===== src/rtl/ex_memory_request_unit_pkg.sv =====
// Shared constants and queue-entry type for the execute-stage memory request unit.
package memory_request_params;

    // Bit positions inside the one-hot io_type {word,left,half,right,byte}
    localparam int unsigned IO_BYTE  = 0;
    localparam int unsigned IO_RIGHT = 1;
    localparam int unsigned IO_HALF  = 2;
    localparam int unsigned IO_LEFT  = 3;
    localparam int unsigned IO_WORD  = 4;

    localparam logic [1:0] SIZE_BYTE = 2'd0;
    localparam logic [1:0] SIZE_HALF = 2'd1;
    localparam logic [1:0] SIZE_WORD = 2'd2;

    typedef struct packed {
        logic       write;
        logic [4:0] io_type;
        logic [1:0] offset;
        logic       cancelled;
    } outstanding_entry_t;

endpackage


===== src/rtl/ex_memory_request_unit_outstanding_fifo.sv =====
// In-order queue of issued memory ops awaiting their data phase; cancel_all_i
// marks every stored entry cancelled so its response is swallowed.
module outstanding_fifo
    import memory_request_params::*;
#(
    parameter int unsigned DEPTH = 4
) (
    input  logic                           clock_i,
    input  logic                           reset_i,
    input  logic                           push_i,
    input  outstanding_entry_t             push_entry_i,
    input  logic                           pop_i,
    input  logic                           cancel_all_i,
    output logic                           head_valid_o,
    output outstanding_entry_t             head_entry_o,
    output logic [$clog2(DEPTH+1)-1:0]     count_o
);

    localparam int unsigned PTR_W = (DEPTH > 1) ? $clog2(DEPTH) : 1;
    localparam int unsigned CNT_W = $clog2(DEPTH + 1);

    outstanding_entry_t mem_q [DEPTH];
    logic [PTR_W-1:0]   wr_ptr_q;
    logic [PTR_W-1:0]   rd_ptr_q;
    logic [CNT_W-1:0]   count_q;
    logic               do_push;
    logic               do_pop;

    function automatic logic [PTR_W-1:0] next_ptr(input logic [PTR_W-1:0] p);
        return (p == PTR_W'(DEPTH - 1)) ? '0 : p + 1'b1;
    endfunction

    assign do_pop  = pop_i && (count_q != '0);
    assign do_push = push_i && ((count_q != CNT_W'(DEPTH)) || do_pop);

    always_ff @(posedge clock_i) begin
        if (reset_i) begin
            wr_ptr_q <= '0;
            rd_ptr_q <= '0;
            count_q  <= '0;
        end else begin
            if (do_push) wr_ptr_q <= next_ptr(wr_ptr_q);
            if (do_pop)  rd_ptr_q <= next_ptr(rd_ptr_q);
            unique case ({do_push, do_pop})
                2'b10:   count_q <= count_q + 1'b1;
                2'b01:   count_q <= count_q - 1'b1;
                default: ;
            endcase
        end
    end

    // A push lands after the broadcast cancel, so it carries its own cancelled flag
    always_ff @(posedge clock_i) begin
        if (cancel_all_i) begin
            for (int unsigned i = 0; i < DEPTH; i++) begin
                mem_q[i].cancelled <= 1'b1;
            end
        end
        if (do_push) mem_q[wr_ptr_q] <= push_entry_i;
    end

    assign head_valid_o = (count_q != '0);
    assign head_entry_o = mem_q[rd_ptr_q];
    assign count_o      = count_q;

endmodule


===== src/rtl/ex_memory_request_unit.sv =====
// Execute-stage data-memory front end: formats and issues one op per handshake, tracks outstanding ops.
// Optional misalignment trap enabled by defining DATA_RAM_ALIGN_CHECK_EN.
module ex_memory_request_unit
    import memory_request_params::*;
#(
    parameter int unsigned ADDR_WIDTH        = 32,
    parameter int unsigned OUTSTANDING_DEPTH = 4
) (
    input  logic                                   clock,
    input  logic                                   reset,
    input  logic                                   request_valid,
    output logic                                   request_ready,
    input  logic                                   request_write,
    input  logic [4:0]                             request_io_type,
    input  logic [ADDR_WIDTH-1:0]                  request_address,
    input  logic [31:0]                            request_write_data,
    input  logic                                   flush,
    output logic                                   address_error,
    output logic                                   data_ram_request,
    output logic                                   data_ram_write,
    output logic [1:0]                             data_ram_size,
    output logic [ADDR_WIDTH-1:0]                  data_ram_address,
    output logic [31:0]                            data_ram_write_data,
    output logic [3:0]                             data_ram_write_strobe,
    input  logic                                   data_ram_address_ready,
    input  logic                                   data_ram_data_ready,
    input  logic [31:0]                            data_ram_read_data,
    output logic                                   response_valid,
    output logic                                   response_is_write,
    output logic [4:0]                             response_io_type,
    output logic [1:0]                             response_offset,
    output logic [31:0]                            response_data,
    output logic [$clog2(OUTSTANDING_DEPTH+1)-1:0] outstanding_count
);

    localparam int unsigned COUNT_WIDTH = $clog2(OUTSTANDING_DEPTH + 1);

    localparam logic [0:0] ST_IDLE  = 1'b0;
    localparam logic [0:0] ST_ISSUE = 1'b1;

    logic [0:0]            state_q, state_d;
    logic                  req_q, req_d;
    logic                  write_q, write_d;
    logic [1:0]            size_q, size_d;
    logic [ADDR_WIDTH-1:0] addr_q, addr_d;
    logic [31:0]           wdata_q, wdata_d;
    logic [3:0]            strobe_q, strobe_d;
    logic [4:0]            io_q, io_d;
    logic [1:0]            off_q, off_d;

    logic [1:0]            req_off;
    logic [1:0]            fmt_size;
    logic [ADDR_WIDTH-1:0] fmt_addr;
    logic [31:0]           fmt_wdata;
    logic [3:0]            fmt_strobe;
    logic                  accept;
    logic                  misaligned;
    logic                  push;
    logic                  head_valid;
    outstanding_entry_t    head_entry;
    outstanding_entry_t    push_entry;
    logic [COUNT_WIDTH-1:0] count;

    assign req_off       = request_address[1:0];
    assign request_ready = !reset && (state_q == ST_IDLE)
                           && (count < COUNT_WIDTH'(OUTSTANDING_DEPTH)) && !flush;
    assign accept        = request_valid && request_ready;

`ifdef DATA_RAM_ALIGN_CHECK_EN
    assign misaligned = (request_io_type[IO_WORD] && (req_off != 2'b00))
                        || (request_io_type[IO_HALF] && req_off[0]);
`else
    assign misaligned = 1'b0;
`endif

    assign address_error = accept && misaligned;

    // Left/right shifts use ~offset, which equals 3-offset for a 2-bit offset
    always_comb begin
        fmt_size   = SIZE_WORD;
        fmt_addr   = request_address;
        fmt_strobe = 4'b1111;
        fmt_wdata  = request_write_data;
        if (request_io_type[IO_BYTE]) begin
            fmt_size   = SIZE_BYTE;
            fmt_strobe = 4'b0001 << req_off;
            fmt_wdata  = {4{request_write_data[7:0]}};
        end else if (request_io_type[IO_HALF]) begin
            fmt_size   = SIZE_HALF;
            fmt_strobe = req_off[1] ? 4'b1100 : 4'b0011;
            fmt_wdata  = {2{request_write_data[15:0]}};
        end else if (request_io_type[IO_LEFT]) begin
            fmt_addr   = {request_address[ADDR_WIDTH-1:2], 2'b00};
            fmt_strobe = 4'b1111 >> (~req_off);
            fmt_wdata  = request_write_data >> {~req_off, 3'b000};
        end else if (request_io_type[IO_RIGHT]) begin
            fmt_addr   = {request_address[ADDR_WIDTH-1:2], 2'b00};
            fmt_strobe = 4'b1111 << req_off;
            fmt_wdata  = request_write_data << {req_off, 3'b000};
        end
        if (!request_write) begin
            fmt_strobe = '0;
            fmt_wdata  = '0;
        end
    end

    always_comb begin
        state_d  = state_q;
        req_d    = req_q;
        write_d  = write_q;
        size_d   = size_q;
        addr_d   = addr_q;
        wdata_d  = wdata_q;
        strobe_d = strobe_q;
        io_d     = io_q;
        off_d    = off_q;
        push     = 1'b0;
        case (state_q)
            ST_IDLE: begin
                if (accept && !misaligned) begin
                    state_d  = ST_ISSUE;
                    req_d    = 1'b1;
                    write_d  = request_write;
                    size_d   = fmt_size;
                    addr_d   = fmt_addr;
                    wdata_d  = fmt_wdata;
                    strobe_d = fmt_strobe;
                    io_d     = request_io_type;
                    off_d    = req_off;
                end
            end
            ST_ISSUE: begin
                if (data_ram_address_ready) begin
                    push     = 1'b1;
                    state_d  = ST_IDLE;
                    req_d    = 1'b0;
                    write_d  = 1'b0;
                    size_d   = '0;
                    addr_d   = '0;
                    wdata_d  = '0;
                    strobe_d = '0;
                end
            end
            default: state_d = ST_IDLE;
        endcase
    end

    always_ff @(posedge clock) begin
        if (reset) begin
            state_q  <= ST_IDLE;
            req_q    <= 1'b0;
            write_q  <= 1'b0;
            size_q   <= '0;
            addr_q   <= '0;
            wdata_q  <= '0;
            strobe_q <= '0;
            io_q     <= '0;
            off_q    <= '0;
        end else begin
            state_q  <= state_d;
            req_q    <= req_d;
            write_q  <= write_d;
            size_q   <= size_d;
            addr_q   <= addr_d;
            wdata_q  <= wdata_d;
            strobe_q <= strobe_d;
            io_q     <= io_d;
            off_q    <= off_d;
        end
    end

    // An op whose address phase completes during a flush is recorded already cancelled
    assign push_entry = '{write: write_q, io_type: io_q, offset: off_q, cancelled: flush};

    outstanding_fifo #(
        .DEPTH(OUTSTANDING_DEPTH)
    ) u_outstanding_fifo (
        .clock_i      (clock),
        .reset_i      (reset),
        .push_i       (push),
        .push_entry_i (push_entry),
        .pop_i        (data_ram_data_ready),
        .cancel_all_i (flush),
        .head_valid_o (head_valid),
        .head_entry_o (head_entry),
        .count_o      (count)
    );

    assign data_ram_request      = req_q;
    assign data_ram_write        = write_q;
    assign data_ram_size         = size_q;
    assign data_ram_address      = addr_q;
    assign data_ram_write_data   = wdata_q;
    assign data_ram_write_strobe = strobe_q;

    assign response_valid    = !reset && data_ram_data_ready && head_valid && !head_entry.cancelled;
    assign response_is_write = head_entry.write;
    assign response_io_type  = head_entry.io_type;
    assign response_offset   = head_entry.offset;
    assign response_data     = data_ram_read_data;
    assign outstanding_count = count;

endmodule

===== config.mk =====
export PLATFORM = sky130hd
export DESIGN_NAME = ex_memory_request_unit
export DESIGN_NICKNAME = d
export VERILOG_FILES = /design/src/rtl/ex_memory_request_unit_pkg.sv /design/src/rtl/ex_memory_request_unit_outstanding_fifo.sv /design/src/rtl/ex_memory_request_unit.sv
export SDC_FILE = /design/constraint.sdc
export NUM_CORES = 1
export LEC_CHECK = 0
export BUFFER_PORTS_ARGS = -buffer_cell sky130_fd_sc_hd__buf_2
export CORE_AREA = 2 2 128 130
export DETAILED_ROUTE_END_ITERATION = 8
export DIE_AREA = 0 0 130 132
export PLACE_DENSITY_LB_ADDON = 0.25
export SLEW_MARGIN = 15
export SYNTH_ARGS = -nofsm -noshare
export SYNTH_HDL_FRONTEND = slang
export SYNTH_HIERARCHICAL = 1
export SYNTH_SLANG_ARGS = --single-unit

===== constraint.sdc =====
create_clock -name clock -period 2.5 [get_ports clock]
set_input_delay 0.125 -clock clock [delete_from_list [all_inputs] [get_ports clock]]
set_output_delay 0.125 -clock clock [all_outputs]
set_load 0.01 [all_outputs]

==> flow_summary.ini <==
[sta]
rsz0062_at_grt = false
worst_pin_slew_ns = 0.889
max-slew-margin-rel = 0.405
period_share = 0.877
final.setup.tns_ns = 0
hold_viol_final = 0
clock_skew_ns = 0.0109
period_needed_ns = 2.19
drv_slew = 0
fmax_ghz = 0.456
finalSetupViolCount = 0

[cts]
clk_path_buf_depth = 2
clkTransAtPathRegs_ns = 0.05
cts.sinks = 125
cts_root_buf = clkbuf_16
htree_levels = 4
insertion_delay_ns = 0.42
cts_tree = done
cts_buffers = 17

[global_routing]
grt_pass1_vias = 5760
antenna_found_initial = 0
grt.total_usage = 0.233
grt_pass1_wl_um = 31000
grt_overflow_total = 0
grt_max_degree = 60

[place]
placed_cell_area_um2 = 6960
place_hpwl_um = 14000
portBuffers = 160
gp_congestion = 0.861

[route]
wl_um = 20000
wl_per_cell_um = 19.4
detail-route-antenna-nets = 0
drtIter0Drc = 395
drc_errors = 0
vias = 5846
vias_per_cell = 5.68
drt_first_pass_iters = 5

[floorplanning]
core_um2 = 15700
die-area_um2 = 17200
start_util = 0.397
die_h_um = 132
rows = 46
ios = 226
die_w_um = 130

[layout]
fillCellCount = 1530
layout-drive-gt1-share = 0.293
design_area_um2 = 7790
final_common_cell = buf_2
post-route-util = 0.496
final_net_count = 915
antenna_cells = 0
syn2layout_area_growth_pct = 25.0
layout_common_cells = 160 x buf_2, 93 x dfxtp_1, 69 x a21oi_1

[logic_synthesis]
synth_ff_type = dfxtp_1
yosys_register_bits = 125
async_flop_share = 0
ys_types = 61
synth_edf_count = 32
syn_inst = 655
synth_warnings = 6
seq_area_frac_synth = 0.453
avgSynthCellArea_um2 = 9.52
netlist_area_um2 = 6240
synth_nets = 770

[pwr]
leakage_nw = 3.12
power.density_nw_per_um2 = 634
internal_power_mw = 3.64
p_comb_frac = 0.126
ir_worst_vdd_mv = 0.450
swShare = 0.263
power_frac_seq = 0.437
clockPowerShare = 0.437
p_switching_mw = 1.30

[critical_path]
path_cells = nor4b_4 -> nand2b_2 -> ha_1 -> inv_1 -> fa_1 -> xor2_1 -> or3_1 -> a21oi_1
rrSetupSlack_ns = 0.31
start_kind = flip-flop
cp_max_fo = 7
endpoint = u_outstanding_fifo/count_o[2]$_SDFFE_PP0P_
r2r-end = u_outstanding_fifo/count_o[2]$_SDFFE_PP0P_
crit_arrival_ns = 2.54
worstSetupPathType = reg -> reg
worstPathRequired_ns = 2.84
reg2reg_depth = 8
cpPeakStageDelay_ns = 0.46
startpoint = u_outstanding_fifo/count_o[2]$_SDFFE_PP0P_
worst-path-stages = 8
crit_family = simple AND/OR/NAND/NOR gates
cp_slowest_cell = dfxtp_1
critPathCaptureType = flip-flop
crit_buf_inv = 1
r2r-start = u_outstanding_fifo/count_o[2]$_SDFFE_PP0P_

[run]
max_cap_viol_count = 0

[hold_path]
hold_path_depth = 3
hold_path.class = in -> reg

[status]
run_status = completed
==> state kept, by name (all words and copies together) (netlist names), named ones only <==
register	count
io_q	5
u_outstanding_fifo/mem_q	36
data_ram_request	1
u_outstanding_fifo/rd_ptr_q	2
state_q	1
data_ram_write	1
data_ram_address	32
u_outstanding_fifo/wr_ptr_q	2
data_ram_size	2
data_ram_write_data	32
data_ram_write_strobe	4
off_q	2
u_outstanding_fifo/count_o	3
==> cells in the mapped netlist, drive strengths merged, types with 2 or more instances <==
master    n  share of area
inv      14         0.0084
edfxtp   32           0.15
mux4      9          0.033
a211oi    8         0.0096
xor2      2         0.0028
a32oi     2         0.0028
o2111ai   3         0.0042
a221o     8          0.013
ha        6          0.012
nor4bb    2         0.0042
and2      4         0.0040
o21ai    38          0.030
nor2b    11          0.011
or3       3         0.0030
nand3b    2         0.0024
buf      58          0.064
nand2b    5         0.0054
clkbuf   25          0.015
a21oi    69          0.055
o22ai    14          0.014
nand2    66          0.040
o211ai    9          0.012
a221oi   14          0.020
a22oi     7         0.0084
a22o     15          0.021
nor2     36          0.022
nor4b     2         0.0052
o32ai     2         0.0028
dfxtp    93           0.30
mux2     17          0.031
nand3    40          0.032
mux2i    14          0.022
o21a      9          0.011
==> cell type report <==
type / count / area, um2 / share of cell area
Tap cell: 216 / 270 / 0.0347
Timing Repair Buffer: 209 / 1260 / 0.162
Sequential cell: 125 / 2820 / 0.362
Clock inverter: 11 / 71.3 / 0.00915
Clock buffer: 21 / 440 / 0.0565
Multi-Input combinational cell: 433 / 2880 / 0.369
Inverter: 14 / 52.6 / 0.00674
==> per-stage QoR <==
stage | hold WS (ns) | power, mW | setup WS [ns] | cells
after CTS | 0.0180 | 4.97 | 0.291 | 1029
final | 0.0259 | 4.94 | 0.309 | 1029
after detailed placement | 0.250 | 2.78 | 0.304 | 965
after global routing | 0.0470 | 5.12 | 0.156 | 1029
after floorplan | 0.261 | 2.59 | 0.288 | 655
after global placement | 0.250 | 2.77 | 0.377 | 965
==> worst min-delay path by stage <==
stage	start	endpoint	slack, ns
final	request_write	data_ram_write_strobe[0]$_SDFFE_PP0P_	0.03
after detailed placement	data_ram_read_data[14]	response_data[14]	0.25
after CTS	request_write	data_ram_write_strobe[0]$_SDFFE_PP0P_	0.02
after global routing	request_write	data_ram_write_strobe[0]$_SDFFE_PP0P_	0.05
after floorplan	request_io_type[4]	io_q[4]$_SDFFE_PP0P_	0.26
after global placement	data_ram_read_data[14]	response_data[14]	0.25
==> power by group through the flow <==
stage / registers, mW / logic (mW) / clock network, mW
after floorplan: 2.22 / 0.373 / 0
after global routing: 2.16 / 0.674 / 2.28
after detailed placement: 2.20 / 0.576 / 0
final: 2.16 / 0.623 / 2.16
after global placement: 2.20 / 0.572 / 0
after CTS: 2.16 / 0.618 / 2.19
==> per-layer routing <==
layer | wire length (um) | up-vias | global-route usage
met5 | 0 | - | 0
met4 | 631 | 0 | 0.0932
met3 | 1150 | 56 | 0.0580
met2 | 10000 | 258 | 0.396
met1 | 8200 | 2860 | 0.282
li1 | - | 2672 | -
==> worst reg2reg max path: cells and delay by family (launching register included) <==
kind / cells / cell delay (ns)
buffers and inverters: 1 / 0.06
AO/OA/AOI/OAI: 1 / 0.14
flip-flops: 1 / 0.46
adder cells (fa/ha/maj): 2 / 0.56
AND/OR/NAND/NOR: 3 / 0.74
XOR/XNOR: 1 / 0.16
==> cells by family after synthesis <==
logic type,synth area share
buffers and inverters,0.0881
xor gates and xnor gates,0.00281
and+or+nand+nor,0.141
AOI/OAI and AO/OA,0.214
other,0.000601
adders and majority gates,0.0152
muxes,0.0857
DFF,0.453
==> timing repair <==
| action | 4_1_cts | 5_1_grt |
|---|---|---|
| hold buffers | 32 | 0 |
| hold endpoints to repair | 32 | 0 |
| resized for setup | 0 | 0 |
| setup buffers | 0 | 0 |
| setup endpoints to repair | 0 | 0 |
No activity file was read; power rests on OpenSTA's default activity.
